--- config.mk ---
export PLATFORM = sky130hd
export DESIGN_NAME = layer_frame_collector_flat
export DESIGN_NICKNAME = d
export VERILOG_FILES = /design/src/rtl/layer_frame_collector_pkg.sv /design/src/rtl/layer_frame_collector_if.sv /design/src/rtl/layer_frame_collector_argmax.sv /design/src/rtl/layer_frame_collector.sv /design/src/flat_wrapper.sv
export SDC_FILE = /design/constraint.sdc
export NUM_CORES = 1
export LEC_CHECK = 0
export BUFFER_PORTS_ARGS = -buffer_cell sky130_fd_sc_hd__buf_2
export CELL_PAD_IN_SITES_DETAIL_PLACEMENT = 0
export CELL_PAD_IN_SITES_GLOBAL_PLACEMENT = 2
export CORE_UTILIZATION = 40
export CTS_CLUSTER_SIZE = 16
export DETAILED_ROUTE_END_ITERATION = 8
export GPL_ROUTABILITY_DRIVEN = 0
export PLACE_DENSITY = 0.91
export REMOVE_ABC_BUFFERS = 1
export SLEW_MARGIN = 20
export SYNTH_ARGS = -nofsm -noshare
export SYNTH_HDL_FRONTEND = slang
export SYNTH_SLANG_ARGS = --single-unit
--- constraint.sdc ---
create_clock -name clk -period 2.5 [get_ports clk]
set_input_delay 0.5 -clock clk [delete_from_list [all_inputs] [get_ports clk]]
set_output_delay 0.5 -clock clk [all_outputs]
set_load 0.01 [all_outputs]
--- src/rtl/layer_frame_collector_pkg.sv ---
// Shared types and defaults for the layer frame collector slice.
package layer_pkg;

    localparam int T_DEF = 9;
    localparam int M_DEF = 5;

    typedef enum logic [0:0] {COLLECT, DRAIN} collector_state_t;

    typedef logic signed [T_DEF-1:0] word_t;

endpackage

--- src/rtl/layer_frame_collector_if.sv ---
// Valid/ready word stream between layer blocks; last marks the final word of a frame.
interface layer_frame_collector_if
    import layer_pkg::*;
#(
    parameter int T = T_DEF
) ();
    logic                valid;
    logic                ready;
    logic signed [T-1:0] data;
    logic                last;

    modport master (output valid, output data, output last, input ready);
    modport slave  (input valid, input data, output ready);
endinterface

--- src/rtl/layer_frame_collector_argmax.sv ---
// Running signed maximum and its index over the words of one frame.
module frame_argmax
    import layer_pkg::*;
#(
    parameter int T    = T_DEF,
    parameter int LOGM = 3
) (
    input  logic                clk,
    input  logic                reset,
    input  logic                load,
    input  logic                first,
    input  logic signed [T-1:0] din,
    input  logic [LOGM-1:0]     idx,
    output logic signed [T-1:0] max_val,
    output logic [LOGM-1:0]     max_idx
);

    // Strict greater-than so a tie keeps the earlier index.
    always_ff @(posedge clk) begin
        if (reset) begin
            max_val <= '0;
            max_idx <= '0;
        end else if (load && (first || (din > max_val))) begin
            max_val <= din;
            max_idx <= idx;
        end
    end

endmodule

--- src/rtl/layer_frame_collector.sv ---
// Buffers one frame of M signed words with argmax, then replays it downstream with a last flag.
//   state   | meaning
//   COLLECT | s_ready high, words stored at wr_idx, running max updated
//   DRAIN   | m_valid/max_valid high, buffer replayed from rd_idx until last handshake
module layer_frame_collector
    import layer_pkg::*;
#(
    parameter int T    = T_DEF,
    parameter int M    = M_DEF,
    parameter int LOGM = 3
) (
    input  logic                      clk,
    input  logic                      reset,
    layer_frame_collector_if.slave    s,
    layer_frame_collector_if.master   m,
    output logic                      max_valid,
    output logic [LOGM-1:0]           max_idx,
    output logic signed [T-1:0]       max_val
);

    localparam logic [LOGM-1:0] LAST_IDX = LOGM'(M - 1);

    collector_state_t    state;
    logic [LOGM-1:0]     wr_idx;
    logic [LOGM-1:0]     rd_idx;
    logic                s_ready_q;
    logic                m_valid_q;
    logic signed [T-1:0] frame_buf [M];
    logic                accept;
    logic                handoff;
    logic                at_last;

    assign accept    = s.valid && s_ready_q;
    assign handoff   = m_valid_q && m.ready;
    assign at_last   = (rd_idx == LAST_IDX);

    assign s.ready   = s_ready_q;
    assign m.valid   = m_valid_q;
    assign max_valid = m_valid_q;
    assign m.last    = m_valid_q && at_last;
    // Gate the buffer so m_data reads zero outside a drain, whatever the buffer holds.
    assign m.data    = m_valid_q ? frame_buf[rd_idx] : '0;

    always_ff @(posedge clk) begin
        if (reset) begin
            state     <= COLLECT;
            wr_idx    <= '0;
            rd_idx    <= '0;
            s_ready_q <= 1'b0;
            m_valid_q <= 1'b0;
        end else begin
            case (state)
                COLLECT: begin
                    s_ready_q <= 1'b1;
                    m_valid_q <= 1'b0;
                    if (accept) begin
                        if (wr_idx == LAST_IDX) begin
                            wr_idx    <= '0;
                            state     <= DRAIN;
                            s_ready_q <= 1'b0;
                            m_valid_q <= 1'b1;
                        end else begin
                            wr_idx <= wr_idx + 1'b1;
                        end
                    end
                end
                DRAIN: begin
                    if (handoff) begin
                        if (at_last) begin
                            rd_idx    <= '0;
                            state     <= COLLECT;
                            m_valid_q <= 1'b0;
                            s_ready_q <= 1'b1;
                        end else begin
                            rd_idx <= rd_idx + 1'b1;
                        end
                    end
                end
                default: begin
                    state     <= COLLECT;
                    s_ready_q <= 1'b0;
                    m_valid_q <= 1'b0;
                end
            endcase
        end
    end

    always_ff @(posedge clk) begin
        if (accept) begin
            frame_buf[wr_idx] <= s.data;
        end
    end

    frame_argmax #(
        .T    (T),
        .LOGM (LOGM)
    ) u_argmax (
        .clk     (clk),
        .reset   (reset),
        .load    (accept),
        .first   (wr_idx == '0),
        .din     (s.data),
        .idx     (wr_idx),
        .max_val (max_val),
        .max_idx (max_idx)
    );

endmodule

--- src/flat_wrapper.sv ---
// flat-port wrapper written by rule: the top's interface ports become plain ports
module layer_frame_collector_flat import layer_pkg::*;
#(
    parameter int T    = T_DEF,
    parameter int M    = M_DEF,
    parameter int LOGM = 3
)
  (clk, reset, max_valid, max_idx, max_val, s_valid, s_data, s_ready, m_valid, m_data, m_last, m_ready);
  layer_frame_collector_if #(.T(T)) s_i ();
  layer_frame_collector_if #(.T(T)) m_i ();
  input  logic clk;
  input  logic reset;
  output logic max_valid;
  output logic [LOGM-1:0] max_idx;
  output logic signed [T-1:0] max_val;
  input wire logic [$bits(s_i.valid)-1:0] s_valid;
  input wire logic [$bits(s_i.data)-1:0] s_data;
  output wire logic [$bits(s_i.ready)-1:0] s_ready;
  output wire logic [$bits(m_i.valid)-1:0] m_valid;
  output wire logic [$bits(m_i.data)-1:0] m_data;
  output wire logic [$bits(m_i.last)-1:0] m_last;
  input wire logic [$bits(m_i.ready)-1:0] m_ready;
  assign s_i.valid = s_valid;
  assign s_i.data = s_data;
  assign s_ready = s_i.ready;
  assign m_valid = m_i.valid;
  assign m_data = m_i.data;
  assign m_last = m_i.last;
  assign m_i.ready = m_ready;
  layer_frame_collector #(.T(T), .M(M), .LOGM(LOGM)) u_core (.clk(clk), .reset(reset), .s(s_i), .m(m_i), .max_valid(max_valid), .max_idx(max_idx), .max_val(max_val));
endmodule
---- Word level (Yosys, flattened, before mapping) ----
Memory sizes are Yosys's and may differ from the RTL's. A register that Yosys moved wholly into a read port is not among the register bits.
Index checks and enable logic that the tools add are counted.
Widths: inputs -> output; s select.
storage, ports and cells
  word-level logic and storage cells ...... 45
  output and inout bits ................... 25
  input bits .............................. 13
  memories kept ........................... 1
  memory bits (writable) .................. 45
  register bits after elaboration ......... 21
memories
  name              depth  width  read ports  clocked after memory_dff  write ports  RTL line                     RTL
  u_core.frame_buf  5      9      1           1                         1            layer_frame_collector.sv:28  logic signed [T-1:0] frame_buf [M];
cells by class
  equality and inequality tests ........... 4
  reductions and logical operators ........ 9
  order comparisons ....................... 1
  bitwise operators ....................... 1
  add/sub/neg operators ................... 2
  mux-type cells .......................... 20
operators by type and width
  operator             number
  $mux 1               12
  $mux 3               4
  $gt 9x9->1           1
  $mux 9               1
  $add 3x1->3 const B  2
  $eq 3x3->1 const B   2
  $pmux 1 s2           3
  $reduce_and 2->1     3
  $logic_and 1x1->1    4
  $ne 2x2->1 const B   2
  $logic_not 3->1      1
  $logic_or 1x1->1     1
  $not 1->1            1

---- Logic depth before layout (Yosys ltp) ----
  word-level depth ........................ 4
  gate-level depth with buffers ........... 8
  depth with buffers taken out ............ 7

---- Modules after synthesis ----
From an unflattened synthesis, not the netlist that was laid out.
unflattened totals
  cells, all modules ...................... 252
  area, all modules ....................... 3213.1 µm²
modules (own cells, without submodules)
  module                 cells an instance  sequential area each (µm²)  times used  area each (µm²)
  layer_frame_collector  149                1591.5                      1           2260.9
  frame_argmax           103                240.2                       1           952.2

---- Least setup slack after synthesis ----
No wires, ideal clock.
  path type ............................... input to register
  from .................................... input port s_data[4]
  to ...................................... register u_core.u_argmax.max_idx[0]
  slack ................................... 331 ps
  required time ........................... 2378 ps
  stages on the path ...................... 7
  path buffers ............................ 1
  setup time .............................. 122 ps
  arrival time ............................ 2047 ps
  path through ............................ ha_1 -> nand4_1 -> nor3_1 -> or3b_4 -> o211a_4 -> buf_6 -> a221o_1
on the way
  cells in the longest elaborated chain, start to end .. 3
ends and longest elaborated chain
  what                  RTL line                            RTL
  from (decl)           flat_wrapper.sv:17                  input wire logic [$bits(s_i.data)-1:0] s_data;
  $gt 9x9->1            layer_frame_collector_argmax.sv:23  end else if (load && (first || (din > max_val))) begin
  $logic_or 1x1->1      layer_frame_collector_argmax.sv:23
  $logic_and 1x1->1     layer_frame_collector_argmax.sv:23
  to (signal assigned)  layer_frame_collector_argmax.sv:25  max_idx <= idx;
  to (decl)             layer_frame_collector_argmax.sv:15  output logic [LOGM-1:0] max_idx
No other way between the ends.
A chain may end at the register's enable or synchronous reset.

==> impl_metrics.tcl <==
set metrics [dict create \
    outcome "completed" \
    drc 0 \
    final_common_cell "edfxtp_1" \
    ys_warn_count 0 \
    seq_area_frac_synth_pct 60.30 \
    drv_cap 0 \
    holdCritPathClass "primary input to register" \
    ys_dominant_reg_cell "edfxtp_1" \
    clock_skew_ns 0.006132 \
    postSynthAreaPerCell_um2 13.56 \
    synthCells 224 \
    grt_pass1_wl_mm 9.301 \
    cts_tree "yes" \
    reg2reg_setup_slack_ns 0.34 \
    end_kind "primary output" \
    holdPathEnd "u_core.frame_buf[0][5]$_DFFE_PP_" \
    design.core.area_um2 7292 \
    synth_seq_cells 69 \
    ys_async_sr_fraction_pct 0 \
    syn_area_um2 3038 \
    avgViaCountPerCell 5.061 \
    dieArea_um2 7948 \
    first_global_vias 1826 \
    final-setup-viol-count 0 \
    hp-start "s_data[5]" \
    cts.hold.buffers_added 0 \
    r2r-start "u_core.u_argmax.max_val[4]$_SDFFE_PP0P_" \
    syn2layout_area_growth_pct 16.52 \
    first_pass_iters 4 \
    antenna_found_initial 0 \
    die_h_um 89.15 \
    wl_per_cell_um 15.75 \
    fillers 669 \
    hold_violations 0 \
    p_per_area_nw_per_um2 640.3 \
    fin_crit_ns 2.261 \
    cts_resized 0 \
    synth_cell_types 36 \
    cts_max_path_buffers 2 \
    ios 38 \
    grt_start_max_net_pins 17 \
    ant_nets 0 \
    die_w_um 89.15 \
    max_freq_mhz 442.2 \
    dp_hpwl_mm 4.022 \
    std_cell_rows 31 \
    setup_tns_ns 0 \
    arrival_ns 1.76 \
    synth_edf_count 45 \
    finalCritPeriodShare_pct 90.45 \
    post-route-util_pct 48.54 \
    hold_ws_ns 0.4325 \
    p_leak_nw 1.317 \
    yosysTopAreaCellShare_pct 44.48 \
    rsz0062_at_grt "no" \
    wirelength_mm 5.889 \
    cp.required_ns 2.00 \
    overflow 0 \
    cts_sinks 69 \
    ir_drop_mv 0.2758 \
    cts-buffers-inserted 9 \
    h-tree-depth 3 \
    layout_common_cells "edfxtp_1 (45), buf_2 (37), nor2b_1 (26)" \
    drive_gt1_share_pct 26.55 \
    synth_top_cell_by_area "edfxtp_1" \
    worstMarginPinSlew_ns 0.6038 \
    vias 1893 \
    insertion_delay_ns 0.34 \
    initial_core_util_pct 41.66 \
    critPathMaxFanout 9 \
    port_buffers 37 \
    drt_iter0_drc 81 \
    nNetsFinal 296 \
    ff2ff_path_depth 7 \
    ctsRootBufferMaster "clkbuf_8" \
    track_usage_pct 16.39 \
    slew_violations 0 \
    cts_setup_buffers 0 \
    criticalPathCategory "register to primary output" \
    clkTransAtPathRegs_ns 0.07 \
    antenna_cells 0 \
    ys_top_cells_by_area "edfxtp_1 (44%), dfxtp_1 (16%), mux4_2 (6.7%)" \
    worstHoldPathCells 1 \
    startpoint_type "register" \
    max_slew_margin_pct 59.60 \
    r2r-end "u_core.u_argmax.max_idx[2]$_SDFFE_PP0P_" \
]
[cell usage after synthesis (2+ instances only)]
cell type and number:
mux4_2 9, a21oi_1 8, nor2_1 9, and3_1 3
nor2b_1 26, nand3_1 4, inv_1 15, a221o_1 10
clkbuf_1 5, mux2i_1 11, edfxtp_1 45, o21ai_0 5
nor3_1 6, nand2_1 9, dfxtp_1 24, a221o_2 2
nor3b_1 2, ha_1 13
[critical path, stage by stage, from the launching register on]
cell and delay [ns]:
dfxtp_1 0.31, buf_4 0.22, mux4_2 0.53, mux2i_1 0.17, nor2b_1 0.06, buf_2 0.14
[layout make-up]
| class | count | area, µm² | area share, % |
|---|---|---|---|
| clock buffer | 14 | 172.7 | 4.878 |
| clock inverter | 2 | 7.507 | 0.2121 |
| inverter | 15 | 56.30 | 1.591 |
| multi-input combinational | 131 | 1110 | 31.35 |
| sequential | 69 | 1832 | 51.75 |
| tap | 99 | 123.9 | 3.499 |
| timing repair buffer | 44 | 237.7 | 6.716 |
[state kept, by name, indices dropped and copies added (netlist names), named ones only]
| name | count |
|---|---|
| u_core.state | 1 |
| u_core.u_argmax.max_val | 9 |
| u_core.u_argmax.max_idx | 3 |
| u_core.rd_idx | 3 |
| u_core.m.valid | 1 |
| u_core.frame_buf | 45 |
| u_core.wr_idx | 3 |
| u_core.s.ready | 1 |
[kinds of logic (layout without fill, tap and decap cells)]
| group | count (synthesis) | after routing | share of synthesized area [%] |
|---|---|---|---|
| flip-flops | 69 | 69 | 60.30 |
| AND/OR/NAND/NOR | 67 | 67 | 12.44 |
| AO/OA/AOI/OAI | 30 | 30 | 7.949 |
| buffers and inverters | 24 | 75 | 3.377 |
| multiplexers | 20 | 20 | 10.30 |
| adder cells (fa/ha/maj) | 13 | 13 | 5.354 |
| XOR/XNOR | 1 | 1 | 0.2884 |
[per-layer routing]
| layer | share of wire [%] | wire [µm] | track usage [%] |
|---|---|---|---|
| met2 | 46 | 2697 | 24.43 |
| met3 | 6.0 | 353 | 5.171 |
| met4 | 1.5 | 89 | 6.494 |
| met5 | 0 | 0 | 0 |
| met1 | 47 | 2748 | 22.34 |
[through the flow]
step           cells  power, W  instance area (µm²)  setup WS, ns
2_1_floorplan    215  0.001394                 2992        0.3756
3_3_place_gp     358  0.001470                 3359        0.1192
3_5_place_dp     358  0.001473                 3359       0.08564
4_1_cts          374  0.002290                 3540        0.2129
5_1_grt          374  0.002363                 3540        0.1112
6_report         374  0.002267                 3540        0.2386
[power breakdown]
| group | internal, W | leakage [nW] | switching (W) | total (W) |
|---|---|---|---|---|
| clock network | 0.000436 | 0.0918 | 0.000385 | 0.000821 |
| registers | 0.00124 | 0.603 | 0.0000186 | 0.00126 |
| logic | 0.0000789 | 0.622 | 0.000106 | 0.000185 |
| total | 0.00176 | 1.32 | 0.000509 | 0.00227 |
[worst max path at each step]
stage / start / endpoint / slack (ns) / cells past startpoint
6_report: register / m_data[6] / 0.24 / 5
4_1_cts: register / m_data[6] / 0.21 / 5
2_1_floorplan: s_data[4] / u_core.u_argmax.max_idx[2]$_SDFFE_PP0P_ / 0.38 / 6
3_3_place_gp: s_data[8] / u_core.u_argmax.max_val[8]$_SDFFE_PP0P_ / 0.12 / 7
5_1_grt: register / m_data[8] / 0.11 / 5
3_5_place_dp: s_data[8] / u_core.u_argmax.max_val[8]$_SDFFE_PP0P_ / 0.09 / 7
No activity file was read; power rests on OpenSTA's default activity.
